<file path="src/rtl/hazard_scoreboard.sv">
// Shift scoreboard of in-flight register writes (entry 0 = EX ... DEPTH-1 = WB) producing
// the ID stall, the combinational ID bypass select and the registered EX bypass select.
module hazard_scoreboard #(
  parameter int NREG  = 32,
  parameter int RW    = $clog2(NREG),
  parameter int DEPTH = 3,
  parameter int NSRC  = 2,
  parameter int LW    = $clog2(DEPTH + 1)
) (
  input  logic                 clk,
  input  logic                 rst_n,
  input  logic                 id_valid,
  input  logic [NSRC*RW-1:0]   id_src,
  input  logic [NSRC-1:0]      id_src_used,
  input  logic                 id_early,
  input  logic [RW-1:0]        id_rw,
  input  logic                 id_regWrite,
  input  logic [LW-1:0]        id_lat,
  input  logic [DEPTH-1:0]     flush_mask,
  output logic                 stall,
  output logic [NSRC*LW-1:0]   id_fwd,
  output logic [NSRC*LW-1:0]   ex_fwd
);

  logic [DEPTH-1:0]   ent_vld;
  logic [RW-1:0]      ent_rw  [DEPTH];
  logic [LW-1:0]      ent_cnt [DEPTH];
  logic               issue;
  logic               accept;
  logic [LW-1:0]      lat_c;
  logic [NSRC-1:0]    hit;
  logic [LW-1:0]      hit_k   [NSRC];
  logic [LW-1:0]      hit_cnt [NSRC];
  logic [NSRC-1:0]    hazard;
  logic [NSRC*LW-1:0] ex_sel;
  logic [NSRC*LW-1:0] ex_fwd_p1;
  logic               flush_unused;

  function automatic logic [LW-1:0] sat_dec(input logic [LW-1:0] c);
    return (c == '0) ? '0 : c - LW'(1);
  endfunction

  // A result must be bypassable by the time it reaches WB.
  function automatic logic [LW-1:0] clamp_lat(input logic [LW-1:0] lat);
    return (lat > LW'(DEPTH - 1)) ? LW'(DEPTH - 1) : lat;
  endfunction

  assign flush_unused = flush_mask[DEPTH-1];
  assign issue        = id_valid & ~stall;
  assign accept       = issue & ~flush_mask[0];
  assign stall        = id_valid & (|hazard);
  assign ex_fwd       = ex_fwd_p1;

  always_comb begin
    lat_c = clamp_lat(id_lat);
    assert (lat_c <= LW'(DEPTH - 1));
  end

  // Scan oldest to youngest so the youngest matching producer overrides.
  always_comb begin
    hit = '0;
    for (int s = 0; s < NSRC; s++) begin
      hit_k[s]   = '0;
      hit_cnt[s] = '0;
      for (int k = DEPTH - 1; k >= 0; k--) begin
        if (id_src_used[s] && (|id_src[s*RW +: RW]) && ent_vld[k] &&
            (ent_rw[k] == id_src[s*RW +: RW])) begin
          hit[s]     = 1'b1;
          hit_k[s]   = LW'(k);
          hit_cnt[s] = ent_cnt[k];
        end
      end
    end
  end

  always_comb begin
    hazard = '0;
    id_fwd = '0;
    ex_sel = '0;
    for (int s = 0; s < NSRC; s++) begin
      if (hit[s]) begin
        if (hit_cnt[s] == '0)
          id_fwd[s*LW +: LW] = hit_k[s] + LW'(1);
        else if (!id_early && hit_cnt[s] == LW'(1))
          ex_sel[s*LW +: LW] = hit_k[s] + LW'(2);
        else
          hazard[s] = 1'b1;
      end
    end
  end

  // Stage boundary ID -> EX, and EX..WB shift of the scoreboard.
  always_ff @(posedge clk or negedge rst_n) begin
    if (!rst_n) begin
      ent_vld   <= '0;
      ex_fwd_p1 <= '0;
      for (int k = 0; k < DEPTH; k++) ent_cnt[k] <= '0;
    end else begin
      ent_vld[0] <= accept & id_regWrite & (|id_rw);
      ent_cnt[0] <= lat_c;
      for (int k = 1; k < DEPTH; k++) begin
        ent_vld[k] <= ent_vld[k-1] & ~flush_mask[k-1];
        ent_cnt[k] <= sat_dec(ent_cnt[k-1]);
      end
      ex_fwd_p1 <= accept ? ex_sel : '0;
    end
  end

  always_ff @(posedge clk) begin
    ent_rw[0] <= id_rw;
    for (int k = 1; k < DEPTH; k++) ent_rw[k] <= ent_rw[k-1];
  end

endmodule

</file>
<file path="config.mk">
export PLATFORM = sky130hd
export DESIGN_NAME = hazard_scoreboard
export DESIGN_NICKNAME = d
export VERILOG_FILES = /design/src/rtl/hazard_scoreboard.sv
export SDC_FILE = /design/constraint.sdc
export NUM_CORES = 1
export LEC_CHECK = 0
export BUFFER_PORTS_ARGS = -buffer_cell sky130_fd_sc_hd__clkbuf_2
export CAP_MARGIN = 10
export CORE_ASPECT_RATIO = 1.5
export CORE_MARGIN = 2
export CORE_UTILIZATION = 40
export CTS_CLUSTER_SIZE = 14
export DETAILED_ROUTE_END_ITERATION = 8
export HOLD_SLACK_MARGIN = 0.1
export PLACE_DENSITY = 0.7
export SLEW_MARGIN = 15
export SYNTH_ARGS = -nofsm -noshare
export SYNTH_HDL_FRONTEND = slang
export SYNTH_SLANG_ARGS = --single-unit
</file>
<file path="constraint.sdc">
create_clock -name clk -period 3.8 [get_ports clk]
set_input_delay 0.76 -clock clk [delete_from_list [all_inputs] [get_ports clk]]
set_output_delay 0.76 -clock clk [all_outputs]
set_load 0.005 [all_outputs]
</file>
## After elaboration in Yosys (flattened, before gate mapping)

Memory sizes are Yosys's and may differ from the RTL's.
Index checks and enable logic that the tools add are counted.

- Register bits: 13
- Memory bits (writable): 15
- Input port bits: 27
- Output and inout port bits: 9
- Logic and storage cells: 94
- Memories kept: 1

Memory list:

| name | depth | bits a word | read ports | clocked after memory_dff | write ports | line | source |
|---|---|---|---|---|---|---|---|
| ent_rw | 3 | 5 | 3 | 0 | 3 | 26 | `logic [RW-1:0] ent_rw [DEPTH];` |

- $add $sub $neg: 6
- $lt $le $gt $ge: 1
- Equality and inequality tests: 8
- Mux-type cells: 38
- Bitwise operators: 10
- Reduce and logical (&&, ||, !) cells: 25

Operators by type and width:

| kind | count |
|---|---|
| two-way mux 2 bit | 25 |
| equality test 5 bit | 6 |
| logical AND 1 bit | 16 |
| OR reduction 5 bit | 3 |
| two-way mux 1 bit | 12 |
| logical NOT 2 bit | 4 |
| bitwise AND 1 bit | 7 |
| adder 2 x 1 -> 2 bit, second input constant | 2 |
| adder 2 bit, second input constant | 2 |
| equality test 2 x 1 -> 1 bit, second input constant | 2 |
| two-way mux 4 bit | 1 |
| subtractor 2 x 1 -> 2 bit, second input constant | 2 |
| inverter 1 bit | 3 |
| > comparator 2 bit, second input constant | 1 |
| OR reduction 2 bit | 1 |
| logical NOT 1 bit | 1 |

## Depth between registers and ports, before layout

- Depth after elaboration: 19
- Gate-level depth with buffers: 8
- Depth with buffers taken out: 6

## Worst setup path after synthesis

OpenSTA, ideal clock, no wires.

- Kind: input to output
- Start: input port id_src[5]
- End: output port stall
- Arrival time: 2.402 ns
- Data required time: 3.040 ns
- Slack: 0.638 ns
- Cell stages on the path: 8
- Path buffers: 2
- Cell sequence: buf_2 > xor2_1 > or4_1 > or2_1 > buf_6 > a31o_4 > a31oi_1 > a31o_1

- Longest elaborated chain between the ends: 14
- Elaborated cells on any way between the ends: 25
- Those cells by class: eq/ne (4); mux (9); bitwise (1); reduce/logical (11)

RTL lines:

| item | line | source |
|---|---|---|
| from (decl) | 13 | `input logic [NSRC*RW-1:0] id_src,` |
| OR reduction 5 bit | 66 | `if (id_src_used[s] && (\|id_src[s*RW +: RW]) && ent_vld[k] &&` |
| logical AND 1 bit (3 in series) | 66 |  |
| two-way mux 2 bit (3 in series) | 66 |  |
| equality test 2 x 1 -> 1 bit | 84 | `else if (!id_early && hit_cnt[s] == LW'(1))` |
| logical AND 1 bit | 84 |  |
| two-way mux 1 bit | 84 |  |
| two-way mux 1 bit | 82 | `if (hit_cnt[s] == '0)` |
| two-way mux 1 bit * | 81 | `if (hit[s]) begin` |
| OR reduction 2 bit * | 51 | `assign stall = id_valid & (\|hazard);` |
| bitwise AND 1 bit * | 51 |  |
| to (decl) | 20 | `output logic stall,` |

Mark *: on every way between the ends. The rest lies on a longest branch, timed or not.

## Worst setup path after layout

- Start: input port id_src[1]
- End: output port id_fwd[0]

- Longest elaborated chain between the ends: 10
- Elaborated cells on any way between the ends: 23
- Those cells by class: add/sub (1); eq/ne (3); mux (10); reduce/logical (9)

RTL lines:

| item | line | source |
|---|---|---|
| branches (longest 9 deep; another with adder 2 x 1 -> 2 bit) | -- |  |
| two-way mux 2 bit * | 81 |  |
| to (decl) | 21 | `output logic [NSRC*LW-1:0] id_fwd,` |

Every way passes the cells marked *.

==> run metrics <==
CTS resizes=0; # diodes=0; final slew viol count=0; Clk Tree Root Cell=clkbuf_8; Hold WC Path Type=in -> async; CTS H-Tree Depth=1; Detail Route Antenna Nets=0; Starting Density=a little over two fifths; CTS Hold Bufs=0; grt met3 use=2.692%; GRT overflow=0; largest net degree at the start of global routing=16; final WL=around 3700 µm; CP max stage cell=or4_1; fin crit period=around 3.6 ns; total nets after synthesis=168; PD cells=about 330 nW/µm²; share of layout cells above drive strength 1=a little over a quarter; GP Congestion=roughly 0.9; post-synth top area cell=dfrtp_1; RSZ-0062 raised after global routing=false; GR Layer Usage met2=about a third; global route hottest layer=met2; Worst Setup Slack, final=between 0.2 and 0.25 ns; worst-path fanout max=6; fin crit share=93.92%; first-pass GRT wire length=5823 µm; Vias/cell=about 5.7; #FFs+latches synth=28; vias in the first global route=1278; slowest stage delay, CP=between 0.5 and 0.6 ns; initial antenna violation count=0; CP most frequent cell=clkbuf_2; setup TNS=0 ns; Final Hold Viols=0; total CTS buffers=3; # clock sinks=28; DRT Pass-1 Iters=4; Worst-Skew Late Latency=about 0.27 ns; MaxCap Viol Count=0; count leader, synth=xnor2_1; run status=finished, final reports clean; Ports=36; CP Buf/Inv Count=2; asr flop ratio synth=a little under half; Fmax achieved=between 0.2 and 0.3 GHz; wire per inst=between 15 and 20 µm; Cell Chain, Critical Path=clkbuf_2 > or4_1 > nor2_2 > nand4b_1 > mux2i_4 > nand2_1 > a211oi_1 > clkbuf_2; CP arrival=roughly 2.8 ns; GRT met1 Usage=between 10% and 20%; estimated wirelength of the detail-placed design=3014 µm; Yosys warnings=0; GRT Total Usage=approximately a fifth; Final Setup Violations=0; postcts setup bufs=0; Vias=between 1000 and 1500; Worst Setup End Kind=output pin; TritonCTS clock tree=done; Worst Path Required=roughly 3.0 ns; Std-Cell Rows=26; worst slew pin tran=0.5867 ns; Chip Height=78.00 µm; Nets=204; die width=53.33 µm; DR iter-0 viols=27; clk buf depth=2; post-synth top area share=about 22%; Core Area=roughly 3400 µm²; Mean Syn Cell Area=a little over 10 µm²; worst relative slew slack=60.52%; Seq/Total Area, Yosys=around 43%; main area contributors after synthesis=dfrtp_1 22%, dfxtp_1 21%, xnor2_1 11%, xor2_1 6.6%, nor4_1 2.6%; synthesized instance count=roughly 140; die footprint=approximately 4200 µm²; WS Path Type=in -> out; Primary FF master, synth=dfxtp_1; Worst-path clk slew=0.09 ns; Post-synth EDFFs=0; CP delay by family, top=simple AND/OR/NAND/NOR gates; VDD IR max=approximately 0.29 mV; most frequent cells after synthesis=19 x xnor2_1, 15 x dfxtp_1, 13 x dfrtp_1, 11 x xor2_1, 8 x nand2_1; PortBufs=34; pre-CTS setup slack=0.2305 ns; area delta synth->final=17.65%; DRC=0; Worst Skew=0.001724 ns; Leak Pwr=0.7058 nW; mapped cell area=between 1000 and 1500 µm²; library cells used by synthesis=41; critical path launch point type=primary input
power breakdown:
part,total [mW],leakage [nW],internal (mW),switching [mW]
Sequential,0.322,0.301,0.308,0.0144
Combinational,0.0718,0.376,0.0335,0.0383
Clock,0.182,0.0288,0.0927,0.0888
per-stage QoR:
stage               power [mW]  instances  util (%)  instance area (µm²)  hold WS (ns)
global placement        0.3957        214     48.22                 1663        0.3866
finish                  0.5753        218     49.82                 1718        0.3717
floorplan               0.3634        141         -                 1460        0.3732
detailed placement      0.3994        214     48.22                 1663        0.3871
global route            0.6007        218     49.82                 1718        0.3874
CTS                     0.5808        218     49.82                 1718        0.3780
layout by cell type (no fill, tap or decap), types with 2 or more instances in the layout:
master,synthesis,final
clkbuf_8,0,4
or4_1,3,3
nor2b_1,4,4
or2_2,2,2
xnor2_1,19,19
inv_1,5,5
nand2_1,8,8
nor4_1,6,6
dfrtp_1,13,13
nor2_1,6,6
nand3_1,4,4
dfxtp_1,15,15
o21ai_1,2,2
a31o_1,2,2
xor2_1,11,11
clkbuf_2,0,34
nor3_1,6,6
nand4_1,4,4
o211ai_1,2,2
a211oi_1,4,4
o21ai_0,2,2
or3_1,2,2
logic make-up (layout without fill, tap and decap cells):
family                    count (synthesis)  count (layout)  share of synthesized area (%)
and+or+nand+nor                          53              53                          21.77
buffers and inverters                     8              43                          2.656
xor gates and xnor gates                 30              30                          17.99
DFF                                      28              28                          42.84
muxes                                     1               1                          1.542
AOI/OAI and AO/OA                        21              21                          13.20
metal layers:
layer / routed length, µm / vias up / share of wire [%]
met5: 0 / - / 0
met4: 189 / 0 / 5.2
met3: 164 / 18 / 4.5
met2: 1983 / 60 / 54
met1: 1312 / 591 / 36
li1: - / 576 / -
area by class of cell:
type                    instances  area (µm²)
clock buffers                   4       55.05
fillers                       360        1730
inverters                       5       18.77
multi-input cells             105       795.8
flip-flops and latches         28       625.6
well taps                      42       52.55
repair buffers                 34       170.2
state kept, by name, summed over array words and instances, names as in the netlist:
name,cells
ent_cnt,6
ent_rw,15
ent_vld,3
ex_fwd,4
path summary, 6_finish.rpt:
kind	slack, ns	depth (start not counted)	to	start
worst max-delay path	0.23	8	id_fwd[0]	id_src[1]
worst min-delay path	0.37	1	ent_cnt[3]$_DFF_PN0_	rst_n
worst max register to register	1.60	6	ex_fwd[3]$_DFF_PN0_	ent_rw[0][4]$_DFF_P_
worst min register to register	0.40	0	ent_rw[0][12]$_DFF_P_	ent_rw[0][7]$_DFF_P_
max in group asynchronous	3.18	1	ent_cnt[1]$_DFF_PN0_	rst_n
min in group clk	0.40	0	ent_rw[0][12]$_DFF_P_	ent_rw[0][7]$_DFF_P_
Power figures use the tool's default switching activity.
